### config.mk
export PLATFORM = sky130hd
export DESIGN_NAME = port_uart_tx
export DESIGN_NICKNAME = d
export VERILOG_FILES = /design/src/rtl/port_uart_tx.sv
export SDC_FILE = /design/constraint.sdc
export NUM_CORES = 1
export LEC_CHECK = 0
export BUFFER_PORTS_ARGS = -buffer_cell sky130_fd_sc_hd__buf_2
export CAP_MARGIN = 40
export CORE_MARGIN = 2
export CORE_UTILIZATION = 25
export CTS_CLUSTER_SIZE = 20
export DETAILED_ROUTE_END_ITERATION = 8
export PLACE_DENSITY = 0.4
export SYNTH_ARGS = -nofsm -noshare
export SYNTH_HDL_FRONTEND = slang
export SYNTH_SLANG_ARGS = --single-unit
### constraint.sdc
create_clock -name clk -period 6.3 [get_ports clk]
set_input_delay 1.26 -clock clk [delete_from_list [all_inputs] [get_ports clk]]
set_output_delay 1.26 -clock clk [all_outputs]
set_load 0.01 [all_outputs]
### src/rtl/port_uart_tx.sv
// ---------------------------------------------------------------------------
// port_uart_tx
//
// Output-port UART transmitter that sits directly behind the processor's
// PortOut register. Every store to the port pushes one byte into a small
// FIFO. A transmit FSM pops the bytes one at a time and sends each one as an
// 8N1 frame: a start bit, eight data bits LSB first, then a stop bit. Queue
// status is exported so software can poll for full and overflow conditions.
//
// Parameters
//   CLKS_PER_BIT : clk cycles per UART bit (>= 2)
//   FIFO_DEPTH   : number of byte entries in the FIFO (power of 2)
//   FIFO_AW      : log2(FIFO_DEPTH), width of the read/write pointers
//
// Ports
//   clk        : system clock, all state changes on the rising edge
//   reset      : asynchronous active-high reset
//   wr_en      : one-cycle push strobe from a processor store
//   wr_data    : byte to push (PortOut[7:0])
//   tx         : UART serial line, idles high, always registered
//   busy       : high whenever the FSM is not in IDLE
//   fifo_full  : high when fifo_count == FIFO_DEPTH
//   fifo_count : number of bytes currently queued
//   overflow   : sticky, set when a push arrives while the FIFO is full
// ---------------------------------------------------------------------------
module port_uart_tx #(
  parameter int CLKS_PER_BIT = 16,
  parameter int FIFO_DEPTH   = 4,
  parameter int FIFO_AW      = 2
) (
  input  logic               clk,
  input  logic               reset,
  input  logic               wr_en,
  input  logic [7:0]         wr_data,
  output logic               tx,
  output logic               busy,
  output logic               fifo_full,
  output logic [FIFO_AW:0]   fifo_count,
  output logic               overflow
);

  // Width of the baud counter; it only has to reach CLKS_PER_BIT-1.
  localparam int BAUD_W = (CLKS_PER_BIT > 2) ? $clog2(CLKS_PER_BIT) : 1;
  localparam logic [BAUD_W-1:0]  BAUD_LAST = BAUD_W'(CLKS_PER_BIT - 1);
  localparam logic [FIFO_AW:0]   DEPTH_VAL = (FIFO_AW + 1)'(FIFO_DEPTH);

  typedef enum logic [1:0] {
    IDLE,
    START,
    DATA,
    STOP
  } txStateT;

  txStateT             state;
  logic [7:0]          fifoMem [FIFO_DEPTH];
  logic [FIFO_AW-1:0]  wrPtr;
  logic [FIFO_AW-1:0]  rdPtr;
  logic [BAUD_W-1:0]   baudCnt;
  logic [2:0]          bitIdx;
  logic [7:0]          shiftReg;

  logic                pushAccept;
  logic                popReq;
  logic                fifoNotEmpty;
  logic                baudDone;

  // Fullness is judged on the registered count only, so a pop on the same
  // edge never makes room for a write that arrives while the FIFO is full.
  assign fifo_full    = (fifo_count == DEPTH_VAL);
  assign fifoNotEmpty = (fifo_count != '0);
  assign pushAccept   = wr_en & ~fifo_full;
  assign baudDone     = (baudCnt == BAUD_LAST);

  // The FSM takes a byte either when it is idle, or at the very end of a stop
  // bit so the next start bit follows immediately with no idle gap.
  assign popReq = fifoNotEmpty &&
                  ((state == IDLE) || ((state == STOP) && baudDone));

  // Storage array. It carries no reset: the pointers and count are reset,
  // which is enough to discard every queued byte. wr_data is sampled only on
  // an accepted push, so later changes on the bus cannot corrupt the queue.
  always_ff @(posedge clk) begin
    if (pushAccept) begin
      fifoMem[wrPtr] <= wr_data;
    end
  end

  // Pointer, occupancy and overflow bookkeeping. Both pointers wrap naturally
  // because they are exactly FIFO_AW bits wide. A simultaneous push and pop
  // moves both pointers but leaves the count unchanged.
  always_ff @(posedge clk or posedge reset) begin
    if (reset) begin
      wrPtr      <= '0;
      rdPtr      <= '0;
      fifo_count <= '0;
      overflow   <= 1'b0;
    end else begin
      if (pushAccept) begin
        wrPtr <= wrPtr + 1'b1;
      end
      if (popReq) begin
        rdPtr <= rdPtr + 1'b1;
      end
      if (wr_en && fifo_full) begin
        overflow <= 1'b1;
      end
      case ({pushAccept, popReq})
        2'b10:   fifo_count <= fifo_count + 1'b1;
        2'b01:   fifo_count <= fifo_count - 1'b1;
        default: fifo_count <= fifo_count;
      endcase
    end
  end

  // Transmit FSM. tx and busy are registered here alongside the state so the
  // line never has a combinational path from wr_en. Each bit lasts exactly
  // CLKS_PER_BIT cycles: the baud counter runs 0..CLKS_PER_BIT-1 and is
  // cleared on every bit boundary, which yields a 10*CLKS_PER_BIT frame.
  // In DATA the next bit is taken from shiftReg[1] because the shift and the
  // tx update happen on the same edge.
  always_ff @(posedge clk or posedge reset) begin
    if (reset) begin
      state    <= IDLE;
      baudCnt  <= '0;
      bitIdx   <= '0;
      shiftReg <= '0;
      tx       <= 1'b1;
      busy     <= 1'b0;
    end else begin
      case (state)
        IDLE: begin
          tx      <= 1'b1;
          busy    <= 1'b0;
          baudCnt <= '0;
          if (popReq) begin
            shiftReg <= fifoMem[rdPtr];
            tx       <= 1'b0;
            busy     <= 1'b1;
            state    <= START;
          end
        end

        START: begin
          if (baudDone) begin
            baudCnt <= '0;
            bitIdx  <= '0;
            tx      <= shiftReg[0];
            state   <= DATA;
          end else begin
            baudCnt <= baudCnt + 1'b1;
          end
        end

        DATA: begin
          if (baudDone) begin
            baudCnt <= '0;
            if (bitIdx == 3'd7) begin
              tx    <= 1'b1;
              state <= STOP;
            end else begin
              shiftReg <= {1'b0, shiftReg[7:1]};
              tx       <= shiftReg[1];
              bitIdx   <= bitIdx + 1'b1;
            end
          end else begin
            baudCnt <= baudCnt + 1'b1;
          end
        end

        STOP: begin
          if (baudDone) begin
            baudCnt <= '0;
            if (popReq) begin
              shiftReg <= fifoMem[rdPtr];
              tx       <= 1'b0;
              state    <= START;
            end else begin
              tx    <= 1'b1;
              busy  <= 1'b0;
              state <= IDLE;
            end
          end else begin
            baudCnt <= baudCnt + 1'b1;
          end
        end

        default: begin
          state   <= IDLE;
          baudCnt <= '0;
          tx      <= 1'b1;
          busy    <= 1'b0;
        end
      endcase
    end
  end

endmodule

==> impl_metrics.env <==
export IMPL_clockBufferDepth=2
export IMPL_grtUsageTotal_pct=9.16
export IMPL_reg2reg_depth=6
export IMPL_post_place_cells=319
export IMPL_yosysWarnings=0
export IMPL_fin_crit_ns=2.46
export IMPL_synthFlopType="edfxtp_1"
export IMPL_critPathArrivalTime_ns=1.20
export IMPL_io_pins=18
export IMPL_die_y_um=107
export IMPL_num_rows=37
export IMPL_grt_pass1_vias=1502
export IMPL_critical_path_required_ns=5.04
export IMPL_drv_slew=0
export IMPL_min_delay_start="overflow"
export IMPL_clock_latency_ns=0.34
export IMPL_cp_start_kind="flop"
export IMPL_dp_hpwl_um=3130
export IMPL_place_congestion=0.669
export IMPL_max_freq_ghz=0.406
export IMPL_p_comb_share_pct=35.1
export IMPL_crit_path_max_fanout=4
export IMPL_relSlewSlack_pct=46.9
export IMPL_layout_commonest_cell="edfxtp_1"
export IMPL_startpoint="fifo_count[0]"
export IMPL_layout_drive_gt1_share_pct=30.2
export IMPL_switchingPower_mw=0.497
export IMPL_wl_per_cell_um=13.8
export IMPL_grt_remaining_overflow=0
export IMPL_path_buf_inv=2
export IMPL_viasPerCell=4.19
export IMPL_slowest_stage="dfrtp_1"
export IMPL_clock_sinks=59
export IMPL_drc_errors=0
export IMPL_synth_cell_type_count=39
export IMPL_max_stage_delay_ns=0.41
export IMPL_seqPwrFrac_pct=41.9
export IMPL_peakVddDrop_mv=0.162
export IMPL_die_x_um=107
export IMPL_total_leakage_power_nw=1.23
export IMPL_cts_buffers=9
export IMPL_grt_pass1_wl_um=7870
export IMPL_synthArstFlopShare_pct=45.8
export IMPL_syn_inst=170
export IMPL_sw_frac_of_total_pct=33.2
export IMPL_cts_root_buf="clkbuf_8"
export IMPL_path_cells="inv_1 > and3_1 > buf_2"
export IMPL_crit_end="fifo_full"
export IMPL_power_per_cell_area_nw_per_um2=482
export IMPL_antenna_found_initial=0
export IMPL_fillers=1075
export IMPL_ys_ff_latch=59
export IMPL_worst_pin_slew_ns=0.797
export IMPL_synth_edf_count=32
export IMPL_worstSetupPathType="flop to output port"
export IMPL_drv_cap=0
export IMPL_worst_slack_ns=3.84
export IMPL_period_share_pct=39.1
export IMPL_syn_area_um2=2680
export IMPL_clock_skew_ns=0.0111
export IMPL_outcome="completed"
export IMPL_syn_num_nets=196
export IMPL_p_int_mw=1.00
export IMPL_die_area_um2=11500
export IMPL_dp_slack_ns=3.51
export IMPL_postCtsSetupBuffers=0
export IMPL_layoutNonFillerInstCount=335
export IMPL_routed_wl_um=4610
export IMPL_r2r_end="shiftReg[0]"
export IMPL_post_cts_resized=0
export IMPL_grt_start_max_net_pins=28
export IMPL_tns_ns=0
export IMPL_yosysSeqAreaShare_pct=61.2
export IMPL_synth_area_per_cell_um2=15.7
export IMPL_area_growth_synth_to_final_pct=16.0
export IMPL_drtAntennaViolNets=0
export IMPL_clk_pin_slew_ns=0.08
export IMPL_cts_htree_levels=3
export IMPL_vias=1405
export IMPL_critPathTopFamily="flip-flops"
export IMPL_rsz0062_at_grt="false"
export IMPL_rr_startpoint="state[0]"
export IMPL_setup_viol=0
export IMPL_design_core_area_um2=10400
export IMPL_tritoncts="built"
export IMPL_dr_pass1_iters=4
export IMPL_min_path_type="flop to flop"
export IMPL_port_buffers=17
export IMPL_r2r_slack_ns=3.84
export IMPL_clockPowerShare_pct=23.0
export IMPL_path_depth=3
export IMPL_worstSetupEndpointType="output port"
export IMPL_start_util_pct=25.8
export IMPL_drt_iter0_markers=31
export IMPL_mostFrequentLayoutCells="32 x edfxtp_1, 26 x dfrtp_1, 17 x mux2_2, 17 x buf_2, 14 x ha_1"
export IMPL_cts_hold_buf=0
export IMPL_fin_nets=220
export IMPL_antenna_cells=0
export IMPL_hold_viol=0
[through the flow]
stage          hold WS [ns]  cell area (um^2)  utilization [%]  power (mW)
2_1_floorplan         0.452              2680                -        1.04
3_3_place_gp          0.436              2910             28.1        1.18
3_5_place_dp          0.443              2910             28.1        1.18
4_1_cts               0.461              3110             29.9        1.53
5_1_grt               0.495              3110             29.9        1.62
6_report              0.454              3110             29.9        1.50
[Yosys cell counts, drive strengths merged, types with 3 or more instances]
cell	instances	area, um^2
xor2	3	26.3
nand2	3	13.8
nor2	6	22.5
nor2b	4	25.0
a22o	6	52.6
o21ai	3	15.0
mux2	18	203
inv	10	37.5
xnor2	4	35.0
and2	4	25.0
buf	4	23.8
ha	14	175
edfxtp	32	961
mux4	8	180
dfrtp	26	651
[worst min-delay path by stage]
stage / end / slack [ns] / depth (start not counted)
floorplan: shiftReg[7] / 0.45 / 1
global placement: overflow / 0.44 / 1
detailed placement: overflow / 0.44 / 1
CTS: overflow / 0.46 / 1
global route: overflow / 0.49 / 1
finish: overflow / 0.45 / 1
[power by group through the flow]
stage          Combinational (mW)  Clock (mW)  Sequential [mW]
2_1_floorplan               0.445           0            0.600
3_3_place_gp                0.544           0            0.639
3_5_place_dp                0.539           0            0.641
4_1_cts                     0.542       0.356            0.632
5_1_grt                     0.598       0.372            0.650
6_report                    0.526       0.344            0.627
[flip-flops by register name, summed over array words and instances, names as in the netlist]
name        flops
fifoMem        32
shiftReg        8
baudCnt         4
bitIdx          3
fifo_count      3
rdPtr           2
state           2
wrPtr           2
busy            1
overflow        1
tx              1
[metal layers]
layer | global-route usage, % | up-vias | wire (um)
met5 | 0 | - | 0
met4 | 3.02 | 0 | 64
met2 | 15.0 | 20 | 2330
met3 | 3.63 | 8 | 177
li1 | - | 677 | -
met1 | 11.1 | 700 | 2040
[area by class of cell]
class | instances | area (um^2) | share of cell area, %
Inverter | 10 | 37.5 | 1.21
Tap cell | 136 | 170 | 5.48
Sequential cell | 59 | 1640 | 52.7
Timing Repair Buffer | 18 | 92.6 | 2.98
Multi-Input combinational cell | 96 | 973 | 31.3
Clock inverter | 5 | 62.6 | 2.01
Clock buffer | 11 | 131 | 4.23
[kinds of logic after synthesis]
| family | after synthesis | synth area share (%) |
|---|---|---|
| AND/OR/NAND/NOR | 26 | 5.38 |
| multiplexers | 27 | 14.7 |
| AO/OA/AOI/OAI | 21 | 6.73 |
| buffers and inverters | 15 | 2.43 |
| XOR/XNOR | 7 | 2.29 |
| flip-flops | 59 | 61.2 |
| adder cells (fa/ha/maj) | 15 | 7.29 |
No activity file was read; power rests on OpenSTA's default activity.
